`config.mk`:
```
export PLATFORM = sky130hd
export DESIGN_NAME = fpu_fround
export DESIGN_NICKNAME = d
export VERILOG_FILES = /design/src/rtl/fpu_pkg.sv /design/src/rtl/fpu_round_decide.sv /design/src/rtl/fpu_fround.sv
export SDC_FILE = /design/constraint.sdc
export NUM_CORES = 1
export LEC_CHECK = 0
export BUFFER_PORTS_ARGS = -buffer_cell sky130_fd_sc_hd__buf_2
export CORE_ASPECT_RATIO = 0.9
export CORE_UTILIZATION = 28
export CTS_CLUSTER_DIAMETER = 150
export DETAILED_ROUTE_END_ITERATION = 10
export GPL_ROUTABILITY_DRIVEN = 0
export PLACE_DENSITY_LB_ADDON = 0.1
export SLEW_MARGIN = 20
export SYNTH_ARGS = -nofsm -noshare
export SYNTH_HDL_FRONTEND = slang
export SYNTH_SLANG_ARGS = --single-unit
```
`constraint.sdc`:
```
create_clock -name clk -period 7.7 [get_ports clk]
set_input_delay 1.155 -clock clk [delete_from_list [all_inputs] [get_ports clk]]
set_output_delay 1.155 -clock clk [all_outputs]
set_load 0.005 [all_outputs]
```
`src/rtl/fpu_pkg.sv`:
```
// Shared single-precision constants and rounding-mode encoding for the FPU datapath.
package fpu_pkg;

  localparam logic signed [10:0] BIAS       = 11'sd127;
  localparam logic signed [10:0] EXP_INF    = 11'sd255;
  localparam logic [31:0]        MAX_FINITE = 32'h7F7FFFFF;

  localparam logic RM_RNE = 1'b0;
  localparam logic RM_RTZ = 1'b1;

  typedef struct packed {
    logic is_zero;
    logic is_inf;
    logic is_nan;
    logic invalid;
  } fp_class_t;

endpackage

```
`src/rtl/fpu_round_decide.sv`:
```
// Round-to-nearest-even / truncate increment decision from mantissa LSB, guard and sticky.
module fpu_round_decide
  import fpu_pkg::*;
(
  input  logic lsb,
  input  logic g,
  input  logic s,
  input  logic rm,
  output logic inc,
  output logic inexact
);

  assign inc     = (rm == RM_RNE) && g && (s || lsb);
  assign inexact = g || s;

endmodule

```
`src/rtl/fpu_fround.sv`:
```
// Two-stage single-precision rounder/packer with valid/ready flow control and flush-to-zero.
module fpu_fround
  import fpu_pkg::*;
#(
  parameter int          TAG_W = 5,
  parameter logic [31:0] QNAN  = 32'h7FBFFFFF
) (
  input  logic             clk,
  input  logic             rst_n,
  input  logic             i_valid,
  output logic             i_ready,
  input  logic [TAG_W-1:0] i_tag,
  input  logic             i_rm,
  input  logic             i_sign,
  input  logic [9:0]       i_exp,
  input  logic [46:0]      i_frac,
  input  logic             i_is_zero,
  input  logic             i_is_inf,
  input  logic             i_is_nan,
  input  logic             i_invalid,
  output logic             o_valid,
  input  logic             o_ready,
  output logic [TAG_W-1:0] o_tag,
  output logic [31:0]      o_result,
  output logic             o_inexact,
  output logic             o_overflow,
  output logic             o_underflow,
  output logic             o_invalid
);

  function automatic logic [31:0] sat_result(input logic sign, input logic rm);
    if (rm == RM_RTZ) return {sign, MAX_FINITE[30:0]};
    return {sign, 8'hFF, 23'h0};
  endfunction

  logic advance;
  assign i_ready = !o_valid || o_ready;
  assign advance = i_ready;

  logic inc_d, inx_d;
  fpu_round_decide u_round_decide (
    .lsb    (i_frac[24]),
    .g      (i_frac[23]),
    .s      (|i_frac[22:0]),
    .rm     (i_rm),
    .inc    (inc_d),
    .inexact(inx_d)
  );

  // S1: bias exponent, latch round decision and class
  logic                    vld_p1;
  logic [TAG_W-1:0]        tag_p1;
  logic                    rm_p1, sign_p1, inc_p1, inx_p1;
  logic signed [10:0]      be_p1;
  logic [22:0]             mant_p1;
  fp_class_t               cls_p1;

  always_ff @(posedge clk or negedge rst_n) begin
    if (!rst_n) vld_p1 <= 1'b0;
    else if (advance) vld_p1 <= i_valid;
  end

  always_ff @(posedge clk) begin
    if (advance && i_valid) begin
      tag_p1  <= i_tag;
      rm_p1   <= i_rm;
      sign_p1 <= i_sign;
      be_p1   <= $signed({i_exp[9], i_exp}) + BIAS;
      mant_p1 <= i_frac[46:24];
      inc_p1  <= inc_d;
      inx_p1  <= inx_d;
      cls_p1  <= '{is_zero: i_is_zero, is_inf: i_is_inf, is_nan: i_is_nan, invalid: i_invalid};
    end
  end

  // S2: increment, renormalise, range check, pack
  logic [23:0]        mant_sum;
  logic signed [10:0] be_rnd;
  logic [31:0]        result_d;
  logic               inexact_d, overflow_d, underflow_d;

  assign mant_sum = {1'b0, mant_p1} + {23'h0, inc_p1};
  assign be_rnd   = be_p1 + (mant_sum[23] ? 11'sd1 : 11'sd0);

  always_comb begin
    result_d    = {sign_p1, be_rnd[7:0], mant_sum[22:0]};
    inexact_d   = inx_p1;
    overflow_d  = 1'b0;
    underflow_d = 1'b0;
    if (cls_p1.is_nan) begin
      result_d  = QNAN;
      inexact_d = 1'b0;
    end else if (cls_p1.is_inf) begin
      result_d  = {sign_p1, 8'hFF, 23'h0};
      inexact_d = 1'b0;
    end else if (cls_p1.is_zero) begin
      result_d  = {sign_p1, 31'h0};
      inexact_d = 1'b0;
    end else if (be_rnd >= EXP_INF) begin
      result_d   = sat_result(sign_p1, rm_p1);
      inexact_d  = 1'b1;
      overflow_d = 1'b1;
    end else if (be_rnd <= 11'sd0) begin
      result_d    = {sign_p1, 31'h0};
      inexact_d   = 1'b1;
      underflow_d = 1'b1;
    end
  end

  always_ff @(posedge clk or negedge rst_n) begin
    if (!rst_n) begin
      o_valid     <= 1'b0;
      o_tag       <= '0;
      o_result    <= '0;
      o_inexact   <= 1'b0;
      o_overflow  <= 1'b0;
      o_underflow <= 1'b0;
      o_invalid   <= 1'b0;
    end else if (advance) begin
      o_valid <= vld_p1;
      if (vld_p1) begin
        o_tag       <= tag_p1;
        o_result    <= result_d;
        o_inexact   <= inexact_d;
        o_overflow  <= overflow_d;
        o_underflow <= underflow_d;
        o_invalid   <= cls_p1.invalid;
      end
    end
  end

endmodule

```
# After elaboration in Yosys (flattened, before gate mapping)
# Index checks and enable logic that the tools add are counted.
# W data, S select, Z words.
# word_totals
ff_bits	90
latch_bits	0
ramBits	0
mem_bits_ro	0
in_bits	72
mem_count	0
# classes
n_addsub	3
mul	0
div_mod_pow	0
order_cmp	2
n_eq_ne	0
n_shift	0
n_mux	27
n_bitwise	1
reduce_logical	9
# op_table
cell	count
$mux W32	6
$mux W31	1
$add A23 B1 Y24	1
$reduce_or A23 Y1	1
$mux W1	20
$add A10 B8 Y11 const B	1
$add A11 B2 Y11	1
$ge A11 B9 Y1 const B	1
$le A11 B1 Y1 const B	1
$logic_and A1 B1 Y1	3
$logic_or A1 B1 Y1	3
$reduce_and A2 Y1	1
$logic_not A1 Y1	1
$not A1 Y1	1

# Depth between registers and ports, before layout
# Gate-level depths: netlist of run 1.
# logic_depth
ltp_word	13
ltp_mapped	15
ltp_nobuf	13

# Cells and area by module
# Synthesis of run 1 repeated with hierarchy kept, for this count alone.
# unflattened
cells_unflattened	416
area_unflattened_um2	4501.8
# by_module_without_submodules
mod	n_inst	cells_each	area_per_inst_um2	seq_area_each_um2
fpu_fround	1	413	4479.3	2487.4
fpu_round_decide	1	3	22.5	0.0

# Least setup slack after synthesis of run 1
# Ideal clock, no wire load.
# synth_path
path_kind	register -> register
startpoint	register inc_p1
endpoint	register o_result[11]
setup_ns	0.152
t_arrival_ns	3.205
required_ns	7.548
setup_slack_ns	4.342
stages_incl_launch_ff	14
path_buffers	0
synth_period_minus_slack_ns	3.358
cell_sequence	edfxtp_1 -> ha_1 -> and4_1 -> nor3b_2 -> nand2_1 -> nor3_1 -> ha_1 -> ha_1 -> nand4_4 -> or4_4 -> and2_4 -> nand4_1 -> a2bb2oi_2 -> o311ai_0
# synth_via
elab_chain_cells	9
word_cells_on_any_way	10
classes_between	add/sub (2); order compare (2); mux (6)
# synth_lines
element	line_no	text
start: declaration	fpu_fround.sv:53	logic rm_p1, sign_p1, inc_p1, inx_p1;
start signal: assignment	fpu_fround.sv:70	inc_p1 <= inc_d;
$add A23 B1 Y24 *	fpu_fround.sv:82	assign mant_sum = {1'b0, mant_p1} + {23'h0, inc_p1};
$mux W1	fpu_fround.sv:83	assign be_rnd = be_p1 + (mant_sum[23] ? 11'sd1 : 11'sd0);
$add A11 B2 Y11	fpu_fround.sv:83	
$le A11 B1 Y1	fpu_fround.sv:103	end else if (be_rnd <= 11'sd0) begin
$mux W31	fpu_fround.sv:103	
$mux W32 *	fpu_fround.sv:99	end else if (be_rnd >= EXP_INF) begin
$mux W32 *	fpu_fround.sv:96	end else if (cls_p1.is_zero) begin
$mux W32 *	fpu_fround.sv:93	end else if (cls_p1.is_inf) begin
$mux W32 *	fpu_fround.sv:90	if (cls_p1.is_nan) begin
end signal: assignment	fpu_fround.sv:123	o_result <= result_d;
end: declaration	fpu_fround.sv:24	output logic [31:0] o_result,
# Every way passes the cells marked *; elsewhere a longest branch is shown, timed or not.
# A chain may end at the register's enable or synchronous reset.

# Final worst setup path of run 1
# layout_path
startpoint	register inc_p1
endpoint	register o_result[16]
# The elaborated chain is that of the path after synthesis.

==> flow_summary.toml, run 1 <==
[floorplanning]
row_count = 42
die_h_um = 119
die-area_um2 = 15800
initial_core_util_pct = 28.8
coreArea_um2 = 14800
ios = 115
fp.dieW_um = 132

[setup_path]
cp.arrival_ns = 4.58
timing.rr.end = "o_result[16]"
crit_path_start_kind = "flop"
r2r_start = "inc_p1"
rr_worst_depth = 13
crit_type = "reg -> reg"
worstSetupEndpointType = "flop"
rrSetupSlack_ns = 3.34
worstPathMaxFanout = 13
required_ns = 7.92

[power_and_ir_drop]
powerDensity_nw_per_um2 = 230
leakage_nw = 2.12
p_int_mw = 0.887
p_sw_share_pct = 27.4
p_comb_share_pct = 16.2
power_frac_seq_pct = 51.1
p_clk_share_pct = 32.7
power_switching_mw = 0.335
irDropWorstVdd_mv = 0.115

[synth]
synth_area_per_cell_um2 = 11.2
synth_edf_count = 47
synth-main-ff-cell = "edfxtp_1"
yosysUniqueCellTypes = 48
synth_top_area_share_pct = 33.1
synth_fp_nets = 458
netlist_instances = 381
netlist_area_um2 = 4270
synth_warnings = 0
ys_seq_elements = 90
async_flop_share_pct = 47.8
yosysTopAreaCell = "edfxtp_1"
ys_top_cells_by_area = "edfxtp_1 (33%), dfrtp_1 (25%), xnor2_1 (4.3%), nand2_1 (4.2%), nor2_1 (3.7%)"
seq_area_frac_synth_pct = 58.2

[hold_path]
hold_path_depth = 2
min_from = "tag_p1[0]"
hold_path_class = "reg -> reg"
hold_path_end = "o_tag[0]"

[clock_tree]
cts_tree = "done"
clock_latency_ns = 0.35
htree_levels = 3
clock_sinks = 90
ctsResizeCount = 0
cts_setup_buffers = 0
clk_path_buf_depth = 2
cts_root_buf = "clkbuf_16"
cts_buffers = 9
clk_pin_slew_ns = 0.06
hold_buffers = 0

[grt]
grt_max_degree = 48
grt_pass1_vias = 3079
antenna_found_initial = 0
grt_usage_pct = 14.1
overflow = 0
grt_pass1_wl_um = 16900

[placed_design]
portBuffers = 114
dp_hpwl_um = 7870
placed_cells = 681

[sta]
post-route-min-period_ns = 4.36
finalCritPeriodShare_pct = 56.6
slew_violations = 0
hold_viol_final = 0
setup_viol = 0
hold_ws_ns = 0.439
fin_skew_ns = 0.00757
fmax_ghz = 0.229
setup_tns_ns = 0
max_slew_margin_pct = 39.5
rsz0062_at_grt = "false"
worst_pin_slew_ns = 0.905

[final_layout]
drive_above_1_share_pct = 30.4
antenna_cells = 0
fin_cells = 698
mostFrequentLayoutCells = "buf_2 (114), nand2_1 (48), edfxtp_1 (47)"
fin_nets = 572
final_common_cell = "buf_2"
area_growth_pct = 24.6
num-fill-cells = 1522

[drt]
postRouteAntennaNets = 0
vias = 3256
route.detailed.drc = 0
wl_um = 10600
wire_per_inst_um = 15.2
first_pass_iters = 4
viasPerCell = 4.66
drt_iter0_markers = 163

[job]
max-cap-violations = 0

[status]
status = "completed"
## critical path, cell delays in order, from the launching register on
cell and delay (ns):
edfxtp_1 0.33, ha_1 0.19, and4_1 0.26, nor3b_2 0.44, nand2_1 0.16, nor3_1 0.32
ha_1 0.23, ha_1 0.28, nand4_4 0.18, o31ai_4 0.36, nand2_4 0.15, nor4b_4 0.72
nand2_2 0.22, o311ai_0 0.37
## cell families after synthesis
group,share of synthesized area (%)
flops,58.2
simple gates,21.1
xor+xnor,7.38
compound gates,9.32
fa+ha+maj,1.46
buf+inv,2.26
mux,0.264
## worst max-delay path by stage
| stage | cells past startpoint | endpoint | from | slack [ns] |
|---|---|---|---|---|
| finish | 13 | o_result[16] | inc_p1 | 3.34 |
| global route | 13 | o_result[5] | inc_p1 | 2.94 |
| CTS | 13 | o_result[16] | inc_p1 | 3.33 |
| detailed placement | 13 | o_result[11] | inc_p1 | 3.30 |
| global placement | 13 | o_result[16] | inc_p1 | 3.50 |
| floorplan | 13 | o_result[11] | inc_p1 | 4.34 |
## sequential cells by signal, summed over array words and instances, names as in the netlist
signal       count
be_p1           11
sign_p1          1
o_valid          1
cls_p1           4
o_inexact        1
rm_p1            1
o_underflow      1
o_tag            5
inx_p1           1
tag_p1           5
o_overflow       1
inc_p1           1
vld_p1           1
mant_p1         23
o_invalid        1
o_result        32
## power groups by stage
stage | logic [mW] | registers [mW] | clock network [mW]
2_1_floorplan | 0.0973 | 0.627 | 0
3_5_place_dp | 0.200 | 0.635 | 0
5_1_grt | 0.224 | 0.633 | 0.434
3_3_place_gp | 0.199 | 0.634 | 0
6_report | 0.198 | 0.624 | 0.399
4_1_cts | 0.201 | 0.626 | 0.416
## synth_stat cells, types with 3 or more instances
library cell	instances
nand4_1	9
xnor2_1	21
nand2_1	48
a22o_1	3
nand2b_1	3
o311ai_0	7
dfrtp_1	43
clkbuf_1	7
ha_1	5
edfxtp_1	47
and3_1	5
a31oi_1	4
or3_1	3
nor3_1	11
inv_1	9
o21ai_0	6
xor2_1	15
o221a_2	6
nor4_1	11
and2_1	3
buf_2	5
a21oi_1	13
nor2_1	42
nand3_1	26
## per-layer routing
layer / up-vias / track usage (%) / wire length (um)
met5: - / 0 / 0
met2: 112 / 20.2 / 4360
li1: 1624 / - / -
met3: 8 / 3.87 / 530
met4: 0 / 4.31 / 123
met1: 1512 / 20.6 / 5580
## area by class of cell
class,count,area (um^2),share of cell area (%)
clock inverter,6,33.8,0.635
clock buffer,10,229,4.30
sequential,90,2490,46.8
multi-input combinational,269,1690,31.8
inverter,9,33.8,0.635
timing repair buffer,116,598,11.2
tap,198,248,4.66
## per-stage QoR
step | area (um^2) | util (%) | power (mW) | setup WS, ns
finish | 5320 | 35.9 | 1.22 | 3.34
global route | 5320 | 35.9 | 1.29 | 2.94
CTS | 5300 | 35.8 | 1.24 | 3.33
detailed placement | 5040 | 34.0 | 0.835 | 3.30
global placement | 5030 | 34.0 | 0.833 | 3.50
floorplan | 4270 | - | 0.724 | 4.34
Note: power is estimated with default switching activity, not from simulation.
==> inputs of run 2 (changes only) <==
- clock period: 7.7 -> 4.22 ns (I/O delays scaled with it)
==> flow_summary.toml, run 2 (synthesized netlist as in run 1, its figures left out) <==
[status]
status = "completed"

[sta]
rsz0062_at_grt = "false"
setup_tns_ns = 0
fin_skew_ns = 0.00691
hold_viol_final = 0
hold_ws_ns = 0.278
finalCritPeriodShare_pct = 90.0
worst_pin_slew_ns = 0.950
fmax_ghz = 0.263
setup_viol = 0
post-route-min-period_ns = 3.80
max_slew_margin_pct = 36.5
slew_violations = 0

[clock_tree]
ctsResizeCount = 0
clock_sinks = 90
hold_buffers = 0
cts_buffers = 9
clock_latency_ns = 0.34
cts_root_buf = "clkbuf_16"
cts_tree = "done"
htree_levels = 3
clk_pin_slew_ns = 0.06
cts_setup_buffers = 0
clk_path_buf_depth = 2

[setup_path]
cpMostUsedCell = "nor3_1"
max_stage_delay_ns = 0.84
cp.arrival_ns = 4.02
worstPathMaxFanout = 19
slowest_stage = "or4b_1"
crit_path_start_kind = "flop"
worstSetupEndpointType = "flop"
required_ns = 4.44
path_buf_inv = 0
crit_family = "simple AND/OR/NAND/NOR gates"
crit_type = "reg -> reg"
path_cells = "nand4_1 > nor3b_2 > nand2_1 > nor3_1 > ha_1 > ha_1 > nand4_4 > a21oi_1 > nor3_1 > or4b_1 > a221oi_1 > nor3_1"

[floorplanning]
die_h_um = 119
initial_core_util_pct = 28.8
die-area_um2 = 15800
coreArea_um2 = 14800
row_count = 42
fp.dieW_um = 132
ios = 115

[drt]
first_pass_iters = 4
wl_um = 10700
route.detailed.drc = 0
viasPerCell = 4.73
wire_per_inst_um = 15.3
postRouteAntennaNets = 0
drt_iter0_markers = 161
vias = 3310

[grt]
antenna_found_initial = 0
grt-busiest-layer = "met1"
grt_pass1_vias = 3236
grt_pass1_wl_um = 17000
overflow = 0
grt_use_met2_pct = 20.3
grtUsageMet3_pct = 4.47
grt_usage_pct = 14.3
grt_max_degree = 44
met1_usage_pct = 20.6

[power_and_ir_drop]
power_mw = 2.34
leakage_nw = 2.14
powerDensity_nw_per_um2 = 435
irDropWorstVdd_mv = 0.229

[final_layout]
largest_reg_flops = 32
largest-register = "o_result"
final_common_cell = "buf_2"
area_growth_pct = 25.9
reg_top3 = "o_result: 32 flops, mant_p1: 23 flops, be_p1: 11 flops"
drive_above_1_share_pct = 30.7
fin_nets = 574
mostFrequentLayoutCells = "buf_2 (113), nand2_1 (48), edfxtp_1 (47)"
antenna_cells = 0

[placed_design]
dp_hpwl_um = 8080
portBuffers = 114

[job]
max-cap-violations = 0

[hold_path]
hold_path_class = "in -> async"
run 2: routing by layer:
layer  wire, um  share of wire (%)
met5          0                  0
met2       4490                 42
met3        620                5.8
met4        131                1.2
met1       5490                 51
run 2: final cells by class:
type	instances	area [um^2]
clock buffers	12	268
clock inverters	4	47.5
fillers	1550	9440
inverters	9	33.8
multi-input cells	269	1690
flip-flops and latches	90	2490
well taps	198	248
repair buffers	118	603
run 2: per-stage QoR:
step           cells  area [um^2]  worst slack, ns  utilization [%]
2_1_floorplan    381         4270            0.862                -
3_3_place_gp     684         5060            0.563             34.1
3_5_place_dp     684         5060            0.375             34.1
4_1_cts          700         5370            0.388             36.3
5_1_grt          700         5380            0.119             36.3
6_report         700         5380            0.421             36.3
run 2: final timing paths:
kind,startpoint,slack [ns],end,cells past startpoint
worst max register to register,mant_p1[4],0.42,o_result[6],12
worst min register to register,tag_p1[1],0.44,o_tag[1],2
worst max-delay path,mant_p1[4],0.42,o_result[6],12
worst min-delay path,rst_n,0.28,o_result[26],1
max in group asynchronous,rst_n,3.55,o_result[9],1
min in group clk,tag_p1[1],0.44,o_tag[1],2
run 2: where the power goes:
| part | switching [mW] | internal, mW | leakage [nW] |
|---|---|---|---|
| Combinational | 0.192 | 0.168 | 1.05 |
| Sequential | 0.0858 | 1.05 | 0.940 |
| Clock | 0.329 | 0.509 | 0.154 |
| Total | 0.606 | 1.73 | 2.14 |
